File: src/rtl/div_unit.sv
// rtl/div_unit.sv - sequential restoring divider, one quotient bit per clock
// Define DIV_SIGNED_EN for two's-complement operands (adds a FIX sign-correction state).
module div_unit #(
  parameter int WIDTH = 8
) (
  input  logic             clk,
  input  logic             rst_n,
  input  logic             in_valid,
  output logic             in_ready,
  input  logic [WIDTH-1:0] dividend,
  input  logic [WIDTH-1:0] divisor,
  output logic             out_valid,
  input  logic             out_ready,
  output logic [WIDTH-1:0] quotient,
  output logic [WIDTH-1:0] remainder,
  output logic             div_by_zero
);

  localparam int CW = (WIDTH > 1) ? $clog2(WIDTH) : 1;
  localparam logic [CW-1:0] LAST = CW'(WIDTH - 1);

`ifdef DIV_SIGNED_EN
  typedef enum logic [1:0] {IDLE, CALC, FIX, DONE} state_t;
`else
  typedef enum logic [1:0] {IDLE, CALC, DONE} state_t;
`endif

  state_t state, state_next;

  // dvd shifts dividend bits out of the MSB while quotient bits enter at the LSB
  logic [WIDTH-1:0] dvd, dvs, rem;
  logic [WIDTH-1:0] dvd_next, rem_next;
  logic [WIDTH-1:0] mag_a, mag_b;
  logic [WIDTH:0]   trial;
  logic [CW-1:0]    cnt;

`ifdef DIV_SIGNED_EN
  logic neg_q, neg_r;
  assign mag_a = dividend[WIDTH-1] ? -dividend : dividend;
  assign mag_b = divisor[WIDTH-1]  ? -divisor  : divisor;
`else
  assign mag_a = dividend;
  assign mag_b = divisor;
`endif

  assign in_ready  = (state == IDLE);
  assign out_valid = (state == DONE);

  always_comb begin
    trial    = {rem, dvd[WIDTH-1]} - {1'b0, dvs};
    rem_next = trial[WIDTH] ? {rem[WIDTH-2:0], dvd[WIDTH-1]} : trial[WIDTH-1:0];
    dvd_next = {dvd[WIDTH-2:0], ~trial[WIDTH]};
  end

  always_ff @(posedge clk or negedge rst_n) begin
    if (!rst_n) state <= IDLE;
    else        state <= state_next;
  end

  always_comb begin
    state_next = state;
    case (state)
      IDLE: if (in_valid) state_next = (divisor == '0) ? DONE : CALC;
`ifdef DIV_SIGNED_EN
      CALC: if (cnt == LAST) state_next = FIX;
      FIX:  state_next = DONE;
`else
      CALC: if (cnt == LAST) state_next = DONE;
`endif
      DONE: if (out_ready) state_next = IDLE;
      default: state_next = IDLE;
    endcase
  end

  always_ff @(posedge clk or negedge rst_n) begin
    if (!rst_n) begin
      dvd         <= '0;
      dvs         <= '0;
      rem         <= '0;
      cnt         <= '0;
      quotient    <= '0;
      remainder   <= '0;
      div_by_zero <= 1'b0;
`ifdef DIV_SIGNED_EN
      neg_q       <= 1'b0;
      neg_r       <= 1'b0;
`endif
    end else begin
      case (state)
        IDLE: begin
          if (in_valid) begin
            dvd <= mag_a;
            dvs <= mag_b;
            rem <= '0;
            cnt <= '0;
`ifdef DIV_SIGNED_EN
            neg_q <= dividend[WIDTH-1] ^ divisor[WIDTH-1];
            neg_r <= dividend[WIDTH-1];
`endif
            if (divisor == '0) begin
              quotient    <= '1;
              remainder   <= dividend;
              div_by_zero <= 1'b1;
            end else begin
              div_by_zero <= 1'b0;
            end
          end
        end
        CALC: begin
          dvd <= dvd_next;
          rem <= rem_next;
          cnt <= cnt + 1'b1;
`ifndef DIV_SIGNED_EN
          if (cnt == LAST) begin
            quotient  <= dvd_next;
            remainder <= rem_next;
          end
`endif
        end
`ifdef DIV_SIGNED_EN
        FIX: begin
          quotient  <= neg_q ? -dvd : dvd;
          remainder <= neg_r ? -rem : rem;
        end
`endif
        default: ;
      endcase
    end
  end

endmodule

File: config.mk
export PLATFORM = sky130hd
export DESIGN_NAME = div_unit
export DESIGN_NICKNAME = d
export VERILOG_FILES = /design/src/rtl/div_unit.sv
export SDC_FILE = /design/constraint.sdc
export NUM_CORES = 1
export LEC_CHECK = 0
export ABC_AREA = 1
export BUFFER_PORTS_ARGS = -buffer_cell sky130_fd_sc_hd__buf_2
export CORE_MARGIN = 3
export CORE_UTILIZATION = 56
export CTS_BUF_LIST = sky130_fd_sc_hd__clkbuf_8 sky130_fd_sc_hd__clkbuf_16
export CTS_CLUSTER_DIAMETER = 60
export DETAILED_ROUTE_END_ITERATION = 16
export PLACE_DENSITY = 0.87
export SLEW_MARGIN = 20
export SYNTH_ARGS = -nofsm -noshare
export SYNTH_HDL_FRONTEND = slang
export SYNTH_SLANG_ARGS = --single-unit
File: constraint.sdc
create_clock -name clk -period 2.8 [get_ports clk]
set_clock_uncertainty 0.05 [all_clocks]
set_input_delay 0 -clock clk [delete_from_list [all_inputs] [get_ports clk]]
set_output_delay 0 -clock clk [all_outputs]
set_load 0.05 [all_outputs]
# Word level (Yosys, flattened, before mapping)
# Index checks and enable logic that the tools add are counted.
[classes] add_sub_neg=2 n_eq_ne=7 muxes=21 bitwise_logic=1 n_reduce_logical=7
[op_table] op="2-to-1 mux 8 bit" count=9
[op_table] op="one-hot mux 8 bit (2 select lines)" count=4
[op_table] op="subtractor 9 x 8 -> 9 bit" count=1
[op_table] op="logical NOT 8 bit" count=1
[op_table] op="2-to-1 mux 2 bit" count=4
[op_table] op="one-hot mux 2 bit (3 select lines)" count=1
[op_table] op="one-hot mux 3 bit (2 select lines)" count=1
[op_table] op="inequality test 2 x 1 -> 1 bit, second input constant" count=2
[op_table] op="inequality test 2 bit, second input constant" count=2
[op_table] op="AND reduction 2 bit" count=2
[op_table] op="AND reduction 4 bit" count=1
[op_table] op="adder 3 x 1 -> 3 bit, second input constant" count=1
[op_table] op="equality test 3 bit, second input constant" count=1
[op_table] op="2-to-1 mux 3 bit" count=1
[op_table] op="AND reduction 3 bit" count=1
[op_table] op="equality test 2 x 1 -> 1 bit, second input constant" count=1
[op_table] op="equality test 2 bit, second input constant" count=1
[op_table] op="logical NOT 2 bit" count=1
[op_table] op="nonzero test 2 bit" count=1
[op_table] op="2-to-1 mux 1 bit" count=1
[op_table] op="NOT 1 bit" count=1
[totals] regBits=46 inputBits=20 output_inout_bits=19 elab_cells=46

# Logic depth before layout (Yosys ltp)
[depth] depth_word=4 mapped_depth=14 ltp_nobuf=14

# Worst setup path after synthesis
# OpenSTA, ideal clock, no wires.
[synth_path] kind="reg-to-reg" start="register dvd[7]" end="register remainder[7]" setup_ps=113 t_arrival_ps=1788 required_time_ps=2637 setup_slack_ps=849 path_stages_with_launch=15 path_buffers=0 synth_period_minus_slack_ps=1951 cell_sequence="dfrtp_1 inv_1 ha_1 inv_1 fa_1 nand2_1 nand2_1 nand3_1 nand2_1 nand2_1 nand2_1 nand3_1 nand3_1 nand2_1 inv_1"
[synth_via] elab_chain_len=4
[synth_rtl] item="from (decl)" line="31" source="logic [WIDTH-1:0] dvd, dvs, rem;"
[synth_rtl] item="from (signal assigned)" line="92" source="dvd <= mag_a;"
[synth_rtl] item="from (signal assigned)" line="110" source="dvd <= dvd_next;"
[synth_rtl] item="subtractor 9 x 8 -> 9 bit" line="50" source="trial = {rem, dvd[WIDTH-1]} - {1'b0, dvs};"
[synth_rtl] item="2-to-1 mux 8 bit" line="51" source="rem_next = trial[WIDTH] ? {rem[WIDTH-2:0], dvd[WIDTH-1]} : trial[WIDTH-1:0];"
[synth_rtl] item="2-to-1 mux 8 bit" line="114" source="if (cnt == LAST) begin"
[synth_rtl] item="one-hot mux 8 bit (2 select lines)" line="89" source="case (state)"
[synth_rtl] item="to (signal assigned)" line="102" source="remainder <= dividend;"
[synth_rtl] item="to (signal assigned)" line="116" source="remainder <= rem_next;"
[synth_rtl] item="to (decl)" line="15" source="output logic [WIDTH-1:0] remainder,"
# Every way passes these cells. The select of a mux whose other input is x is not followed.
# A chain may end at the register's enable or synchronous reset.

# Final worst setup path
# Ends and elaborated chain as after synthesis.

==> flow_summary.json <==
{
  "grt_max_degree": 47,
  "pre_cts_slack_ns": 0.608,
  "path_cells": "inv_1, ha_1, inv_1, fa_1, nand2_1, nand2_1, nand3_1, nand2_1, nand2_1, nand2_1, nand3_1, nand3_1, nand2_1, inv_1",
  "finalSetupViolCount": 0,
  "cp_num_buf_inv": 3,
  "final_cell_count_no_fill": 434,
  "io_buffers": 38,
  "leakagePower_uw": 0.00163,
  "power_density_nw_per_um2": 1310,
  "die_area_um2": 5370,
  "critPathMaxFanout": 9,
  "synth_common_cells": "nand2_1, inv_1, dfrtp_1",
  "pwr-share-comb_pct": 61.7,
  "cts_tree": "built",
  "syn_avg_cell_area_um2": 7.69,
  "cp-startpoint": "dvd[7]",
  "htree_levels": 2,
  "synth_flop_cell": "dfrtp_1",
  "dp.cells": 410,
  "synth_area_um2": 2540,
  "clock_power_share_pct": 9.8,
  "p_seq_share_pct": 28.5,
  "place_hpwl_um": 4010,
  "ant_nets": 0,
  "yosys_warnings": 0,
  "period_minus_slack_ns": 2.21,
  "synth.top_cell.area_share_pct": 45.4,
  "peakVddDrop_mv": 0.861,
  "netlist_instances": 330,
  "fin_crit_sh_pct": 78.8,
  "grt_pass1_vias": 2156,
  "postCtsHoldBufs": 17,
  "dieHeight_um": 73.3,
  "vias": 2212,
  "io-pin-count": 39,
  "antennaDiodeCount": 0,
  "p_switching_uw": 2060,
  "hp-start": "dividend[7]",
  "critical-path-top-delay-family": "simple AND/OR/NAND/NOR gates",
  "drc": 0,
  "yosys_register_bits": 46,
  "yosys.area.top_type": "dfrtp_1",
  "drv_slew": 0,
  "wl_per_cell_um": 12.7,
  "grt_antenna_before_repair": 0,
  "worstMarginPinSlew_ns": 1.01,
  "synth_area_leaders": "dfrtp_1, nand2_1, inv_1",
  "setup_tns_ns": 0,
  "post_cts_buffers": 0,
  "netSwitchingFraction_pct": 52.3,
  "cp_slowest_stage_delay_ns": 0.39,
  "holdWs_ns": 0.0540,
  "status": "completed",
  "slew_headroom_pct": 32.4,
  "grt.overflow.total": 0,
  "first_iter_violations": 141,
  "firstDrtPassIters": 5,
  "min_path_type": "input pin to flop",
  "drive_above_1_share_pct": 14.3,
  "cts-buffers-inserted": 5,
  "hold_viol": 0,
  "total_power_uw": 3930,
  "setup_ws_ns": 0.594,
  "critPathKind": "flop to flop",
  "syn2layout_area_growth_pct": 18.3,
  "fin_nets": 415,
  "cts.repair.resized": 0,
  "critical_path_required_ns": 2.96,
  "cp_slowest_cell": "fa_1",
  "start_util_pct": 60.8,
  "totalWireLength_um": 5510,
  "fp-row-count": 23,
  "clkLatencyLatePin_ns": 0.30,
  "start_kind": "flop",
  "syn-num-nets": 361,
  "r2r_start": "dvd[7]",
  "cts_buffer_depth": 2,
  "crit_path_frequent_cell": "nand2_1",
  "synth-seq-area-share_pct": 45.4,
  "synth_edf_count": 0,
  "cp_data_arrival_time_ns": 2.37,
  "synth_most_common_cell": "nand2_1",
  "postSynth.asyncResetShare_pct": 100,
  "synthDistinctLibCells": 30,
  "internal_power_uw": 1880,
  "die_x_um": 73.3,
  "grt_usage_pct": 23.1,
  "endpoint_kind": "flop",
  "max_cap_violations": 0,
  "max_freq_mhz": 453,
  "grt_pass1_wl_um": 9610,
  "clk_pin_slew_ns": 0.08,
  "clock_sink_count": 46,
  "core_area_um2": 4170,
  "cts_root_buffer": "clkbuf_8",
  "rsz0062_at_grt": "false",
  "gp_congestion": 0.854,
  "via_per_inst": 5.10
}
state kept, by name, summed over array words and instances (netlist names):
register     cells
dvd              8
div_by_zero      1
remainder        8
rem              8
quotient         8
cnt              3
state            2
dvs              8
through the flow:
| step | instance area, µm² | util [%] |
|---|---|---|
| 4_1_cts | 3000 | 71.9 |
| 2_1_floorplan | 2540 | - |
| 6_report | 3000 | 71.9 |
| 5_1_grt | 3000 | 71.9 |
| 3_5_place_dp | 2750 | 65.9 |
| 3_3_place_gp | 2750 | 65.9 |
worst min-delay path: cells and delay by family:
| kind | cells | cell delay [ns] |
|---|---|---|
| AND/OR/NAND/NOR | 2 | 0.13 |
| buffers and inverters | 1 | 0.08 |
| AO/OA/AOI/OAI | 2 | 0.15 |
cells in the final DEF (no fill, tap or decap), types with 3 or more instances in the layout:
cell type	instances
nand2_1	82
inv_1	57
dfrtp_1	46
nand3_1	39
buf_2	38
nor2_1	27
o21ai_0	22
dlygate4sd3_1	17
ha_1	10
or2_1	8
a31oi_1	8
clkbuf_8	5
nor2_2	3
power by group through the flow:
stage,Combinational (µW),Clock [µW],Sequential (µW)
after floorplan,1580,0,1460
after global placement,2340,0,1120
after detailed placement,2410,0,1130
after CTS,2440,399,1120
after global routing,2750,422,1150
final,2430,385,1120
cell families after synthesis:
| logic type | Yosys count | share of synthesized area [%] |
|---|---|---|
| flops | 46 | 45.4 |
| compound gates | 39 | 9.23 |
| fa+ha+maj | 11 | 5.72 |
| buf+inv | 68 | 10.7 |
| xor+xnor | 3 | 1.04 |
| simple gates | 163 | 27.9 |
routing by layer:
layer  part of all wire, %  GRT usage [%]
met1                    45           31.0
met2                    50           38.3
met3                   4.2           4.10
met4                   1.2           7.24
met5                     0              0
worst paths after layout:
check                                     to  slack [ns]  cells after the start
worst max-delay path            remainder[7]        0.59                     14
worst min-delay path                  dvd[7]        0.05                      5
worst max register to register  remainder[7]        0.59                     14
worst min register to register        dvs[0]        0.46                      2
max in group asynchronous             rem[0]        1.71                      2
min in group asynchronous             dvs[7]        0.37                      2
area by class of cell:
class / count / area (µm²)
fill: 307 / 1170
sequential: 46 / 1150
multi-input combinational: 216 / 1110
timing repair buffer: 56 / 368
inverter: 59 / 224
clock buffer: 5 / 68.8
tap: 50 / 62.6
clock inverter: 2 / 11.3
Power figures use the tool's default switching activity.
